[config.mk]
export PLATFORM = sky130hd
export DESIGN_NAME = regwrite_trace_buffer
export DESIGN_NICKNAME = d
export VERILOG_FILES = /design/src/rtl/regwrite_trace_buffer_pkg.sv /design/src/rtl/regwrite_trace_buffer_trace_fifo.sv /design/src/rtl/regwrite_trace_buffer.sv
export SDC_FILE = /design/constraint.sdc
export NUM_CORES = 1
export LEC_CHECK = 0
export ABC_CLOCK_PERIOD_IN_PS = 6500
export BUFFER_PORTS_ARGS = -buffer_cell sky130_fd_sc_hd__buf_2
export CAP_MARGIN = 0
export CORE_MARGIN = 5
export CORE_UTILIZATION = 55
export DETAILED_ROUTE_END_ITERATION = 10
export GPL_TIMING_DRIVEN = 0
export HOLD_SLACK_MARGIN = 0.12
export MAX_ROUTING_LAYER = met4
export PLACE_DENSITY_LB_ADDON = 0.25
export SYNTH_ARGS = -nofsm -noshare
export SYNTH_HDL_FRONTEND = slang
export SYNTH_SLANG_ARGS = --single-unit
[constraint.sdc]
create_clock -name clk -period 6.5 [get_ports clk]
set_input_delay 1.3 -clock clk [delete_from_list [all_inputs] [get_ports clk]]
set_output_delay 1.3 -clock clk [all_outputs]
set_load 0.1 [all_outputs]
[src/rtl/regwrite_trace_buffer_pkg.sv]
// Shared trace-entry layout and constants for the register-write trace buffer.
// Entry width depends on the TRACE_TIMESTAMP_EN macro.
package regwrite_trace_buffer_pkg;

   localparam int unsigned TS_W     = 16;
   localparam int unsigned DROP_W   = 16;
   localparam logic [DROP_W-1:0] DROP_SAT = 16'hFFFF;

   // Entry layout, LSB first: data, register address, optional timestamp.
   function automatic int unsigned addr_lsb(int unsigned data_w);
      return data_w;
   endfunction

   function automatic int unsigned ts_lsb(int unsigned addr_w, int unsigned data_w);
      return addr_w + data_w;
   endfunction

   function automatic int unsigned entry_w(int unsigned addr_w, int unsigned data_w);
`ifdef TRACE_TIMESTAMP_EN
      return addr_w + data_w + TS_W;
`else
      return addr_w + data_w;
`endif
   endfunction

endpackage

[src/rtl/regwrite_trace_buffer_trace_fifo.sv]
// Generic first-word-fall-through FIFO: wrapping pointers plus occupancy counter.
module regwrite_trace_buffer_trace_fifo #(
   parameter int unsigned DEPTH = 16,
   parameter int unsigned WIDTH = 37,
   localparam int unsigned PTR_W = $clog2(DEPTH)
) (
   input  logic             clk,
   input  logic             rst,
   input  logic             push,
   input  logic             pop,
   input  logic [WIDTH-1:0] din,
   output logic [WIDTH-1:0] dout,
   output logic [PTR_W:0]   level,
   output logic             full,
   output logic             empty
);

   logic [WIDTH-1:0] mem_q [DEPTH];
   logic [PTR_W-1:0] wr_ptr_q, rd_ptr_q;
   logic [PTR_W:0]   level_q;
   logic             do_push, do_pop;

   assign full  = (level_q == (PTR_W + 1)'(DEPTH));
   assign empty = (level_q == '0);
   assign level = level_q;

   // A push into a full FIFO is still accepted when the head leaves the same cycle.
   assign do_pop  = pop && !empty;
   assign do_push = push && (!full || do_pop);

   // Head is forced to zero while empty so the outputs read zero after reset.
   assign dout = empty ? '0 : mem_q[rd_ptr_q];

   always_ff @(posedge clk) begin
      if (rst) begin
         wr_ptr_q <= '0;
         rd_ptr_q <= '0;
         level_q  <= '0;
      end else begin
         if (do_push) wr_ptr_q <= wr_ptr_q + PTR_W'(1);
         if (do_pop)  rd_ptr_q <= rd_ptr_q + PTR_W'(1);
         case ({do_push, do_pop})
            2'b10:   level_q <= level_q + (PTR_W + 1)'(1);
            2'b01:   level_q <= level_q - (PTR_W + 1)'(1);
            default: level_q <= level_q;
         endcase
      end
   end

   always_ff @(posedge clk) begin
      if (do_push) mem_q[wr_ptr_q] <= din;
   end

endmodule

[src/rtl/regwrite_trace_buffer.sv]
// Captures nonzero-destination register writes into a FIFO drained over valid/ready.
// TRACE_TIMESTAMP_EN adds a 16-bit cycle stamp per entry and the trace_ts port.
module regwrite_trace_buffer
   import regwrite_trace_buffer_pkg::*;
#(
   parameter int unsigned DEPTH  = 16,
   parameter int unsigned ADDR_W = 5,
   parameter int unsigned DATA_W = 32
) (
   input  logic                     clk,
   input  logic                     rst,
   input  logic                     cap_en,
   input  logic                     wb_we,
   input  logic [ADDR_W-1:0]        wb_rd_addr,
   input  logic [DATA_W-1:0]        wb_data,
   output logic                     trace_valid,
   input  logic                     trace_ready,
   output logic [ADDR_W-1:0]        trace_addr,
   output logic [DATA_W-1:0]        trace_data,
`ifdef TRACE_TIMESTAMP_EN
   output logic [TS_W-1:0]          trace_ts,
`endif
   output logic [$clog2(DEPTH):0]   level,
   output logic                     overflow,
   output logic [DROP_W-1:0]        drop_cnt
);

   localparam int unsigned ENTRY_W = entry_w(ADDR_W, DATA_W);
   localparam int unsigned A_LSB   = addr_lsb(DATA_W);

   logic [ENTRY_W-1:0] push_entry, head_entry;
   logic               push_req, pop, full, empty, drop;
   logic               overflow_q;
   logic [DROP_W-1:0]  drop_cnt_q;

   assign push_req = cap_en && wb_we && (wb_rd_addr != '0);
   assign pop      = trace_valid && trace_ready;
   assign drop     = push_req && full && !pop;

`ifdef TRACE_TIMESTAMP_EN
   localparam int unsigned T_LSB = ts_lsb(ADDR_W, DATA_W);
   logic [TS_W-1:0] ts_q;

   always_ff @(posedge clk) begin
      if (rst) ts_q <= '0;
      else     ts_q <= ts_q + TS_W'(1);
   end

   assign push_entry = {ts_q, wb_rd_addr, wb_data};
   assign trace_ts   = head_entry[T_LSB +: TS_W];
`else
   assign push_entry = {wb_rd_addr, wb_data};
`endif

   regwrite_trace_buffer_trace_fifo #(
      .DEPTH (DEPTH),
      .WIDTH (ENTRY_W)
   ) u_fifo (
      .clk   (clk),
      .rst   (rst),
      .push  (push_req),
      .pop   (pop),
      .din   (push_entry),
      .dout  (head_entry),
      .level (level),
      .full  (full),
      .empty (empty)
   );

   assign trace_valid = !empty;
   assign trace_addr  = head_entry[A_LSB +: ADDR_W];
   assign trace_data  = head_entry[0 +: DATA_W];

   always_ff @(posedge clk) begin
      if (rst) begin
         overflow_q <= 1'b0;
         drop_cnt_q <= '0;
      end else if (drop) begin
         overflow_q <= 1'b1;
         if (drop_cnt_q != DROP_SAT) drop_cnt_q <= drop_cnt_q + DROP_W'(1);
      end
   end

   assign overflow = overflow_q;
   assign drop_cnt = drop_cnt_q;

endmodule
==> metrics.txt <==
clk_skew about 0.018 ns; Max Cap Viol 0; dpl hpwl around 33,000 µm; DRT iter0 DRCs between 1,000 and 1,500; actual slew at the worst max-slew pin about 1.1 ns; Seq cells post-synth around 630; Post-CTS Resized 0; Final Hold Viols 0; CP Launch Type flop; global-route wire length before repair 78,500 µm; die height approximately 220 µm; post-synth cell types 46; GRT busiest layer met2; Max H-tree Level 2; Tcrit/Tclk final 0.759; initial antenna violation count 4; Synth Area in Compound Gates 0.0162; Logic pwr share 0.303; fin crit period around 5 ns; # hold bufs at CTS 0; crit path max fanout 10; vias in the first global route around 12,000; switching pwr between 3000 and 4000 µW; Pint 7380 µW; ANT nets after route 0; Avg WL per Cell between 20 and 30 µm; detailed-route DRC error count 0; Leak just under 0.009 µW; Synth Area in Adders 0.00467; Switching Fraction 0.350; Clk network pwr share 0.302; worst vdd ir just under 0.5 mV; status completed; met2 Usage GRT 0.375; # rows 76; largest family of logic cells by synthesized area multiplexers; largest net degree at the start of global routing 26; syn avg cell area 21.6 µm²; CTS clk-pin slew, worst paths ~0.060 ns; postcts setup bufs 0; Tot Pwr 11,400 µW; Post-Synth XOR/XNOR Area 0.00690; Port Buf Inserts 100; post-synth top area cell edfxtp_1; worst setup path class reg2out; Max Slew Vio Count 0; DIE AREA around 0.048 mm²; Synth Area in Simple Gates 0.0241; initial cell density of the core 0.558; syn nets around 1,200; Power Density between 400 and 500 mW/mm²; RSZ-0062 raised after global routing false; share of cells above drive strength 1 0.299; Core Area roughly 0.043 mm²; Critical Path End Type primary output; via count 11,900; Seq/Total Area, Yosys 0.765; global routing usage on met1 0.309; Hold WS 0.505 ns; Sinks on Clock Net 626; I/O pins about 100; post-synthesis mux area share 0.171; Final nets 1,367; ys flop type edfxtp_1; Die X-Extent about 220 µm; vias per cell 6.08; Detailed Routing Iterations Pass 1 5; Total Routing Usage GR 0.230; clk root buf clkbuf_16; dominant cells by area after synthesis edfxtp_1 (74%), mux4_2 (14%), mux2i_1 (3.2%), dfxtp_1 (2.8%), o22ai_1 (1.0%); Max-slew headroom 0.248; gr ovfl total 0; Max Root-Sink Buffers 3; CTS Buf Count just under 60; Fmax between 0.2 and 0.25 GHz; area fraction of the dominant cell type after synthesis 0.737; TritonCTS clock tree done; met3 Track Usage GR 0.0408; Synth-to-Final Area Change 15.2%; Cells after Synth about 1,100; ys async rst share 0; Post-Syn Area 0.0241 mm²; Worst EP required 5.20 ns; DRT Wirelength 52,900 µm; CP arrival roughly 3.6 ns; Final setup viols 0; yosys warns 0; worst skew pair latency 0.61 ns; Post-synth EDFFs about 590; part of the power in registers 0.395; GP Congestion around 0.81; Hold Crit Class reg2reg
==> cell type report <==
class,count,area (µm²)
Sequential cell,626,18500
Fill cell,2914,15500
Multi-Input combinational cell,421,5450
Clock buffer,69,1540
Timing Repair Buffer,137,928
Tap cell,585,732
Clock inverter,39,393
Buffer,60,244
Inverter,11,41.3
Antenna cell,4,10.0
==> state kept, by name, summed over array words and instances, names as in the netlist, named ones only <==
signal	flops
overflow	1
u_fifo.level	5
u_fifo.mem_q	592
u_fifo.rd_ptr_q	4
u_fifo.wr_ptr_q	4
drop_cnt	16
==> Yosys cell counts (3+ instances only) <==
master,n
a21oi_1,8
and2_1,9
and3_1,4
buf_1,14
buf_2,14
clkbuf_1,31
dfxtp_1,34
edfxtp_1,592
ha_1,9
inv_1,10
mux2_2,3
mux2i_1,77
mux4_2,148
nand2_1,8
nand3_1,9
nand4_1,5
nor2_1,32
nor2b_1,3
nor4_1,11
nor4b_1,4
o22ai_1,39
o31ai_1,3
or3_1,4
or4_1,3
xnor2_1,11
xor2_1,8
==> cells by family (layout without fill, tap and decap cells) <==
family	count (synthesis)	after routing
adder cells (fa/ha/maj)	9	9
multiplexers	228	228
XOR/XNOR	19	19
buffers and inverters	71	316
flip-flops	626	626
AND/OR/NAND/NOR	104	104
other	0	4
AO/OA/AOI/OAI	61	61
==> worst max-delay path, stage by stage (launching register included) <==
cell and delay [ns]:
dfxtp_1 0.30, buf_2 0.17, nor4_4 0.28, nand2_1 0.17, nand2b_1 0.10, clkbuf_1 0.57
buf_1 0.70, o22ai_1 0.32, buf_2 0.38
==> routing by layer <==
| metal | vias to the layer above | share of wire |
|---|---|---|
| met2 | 424 | 0.51 |
| met3 | 68 | 0.066 |
| met1 | 6306 | 0.41 |
| met4 | 0 | 0.019 |
| li1 | 5076 | - |
| met5 | - | 0 |
==> placed cells by master (no fill, tap or decap), types with 9 or more instances in the layout <==
cell type  instances
clkbuf_1          40
buf_2            114
buf_4             25
clkinv_2          11
o22ai_1           39
ha_1               9
mux4_2           148
dfxtp_1           34
xnor2_1           11
mux2i_1           77
inv_1             10
edfxtp_1         592
nor2_1            28
nand3_1            9
buf_12            12
clkinv_1          16
clkbuf_16         60
buf_1             14
==> power groups by stage <==
stage / Sequential, µW / Combinational, µW / Clock [µW]
2_1_floorplan: 4660 / 2650 / 0
6_report: 4490 / 3440 / 3430
3_3_place_gp: 4580 / 3430 / 0
4_1_cts: 4490 / 3490 / 3470
3_5_place_dp: 4580 / 3480 / 0
5_1_grt: 4490 / 3610 / 3650
==> stage by stage <==
| step | utilization | std cells | area, µm² | setup TNS (ns) | setup WS, ns |
|---|---|---|---|---|---|
| after floorplan | - | 1118 | 24100 | 0 | 0.579 |
| after global placement | 0.586 | 1803 | 25400 | -574.27 | -3.91 |
| after detailed placement | 0.598 | 1840 | 25900 | 0 | 1.91 |
| after CTS | 0.642 | 1948 | 27800 | 0 | 1.50 |
| after global routing | 0.642 | 1952 | 27800 | 0 | 1.39 |
| final | 0.642 | 1952 | 27800 | 0 | 1.57 |
==> final timing paths <==
check | start | end | slack, ns | cells after the start
setup / recovery | u_fifo.level[2] | trace_data[6] | 1.57 | 8
hold / removal | drop_cnt[8] | drop_cnt[8] | 0.50 | 2
setup reg to reg | u_fifo.level[2] | u_fifo.level[4] | 3.30 | 14
hold reg to reg | drop_cnt[8] | drop_cnt[8] | 0.50 | 2
Power figures use the tool's default switching activity.
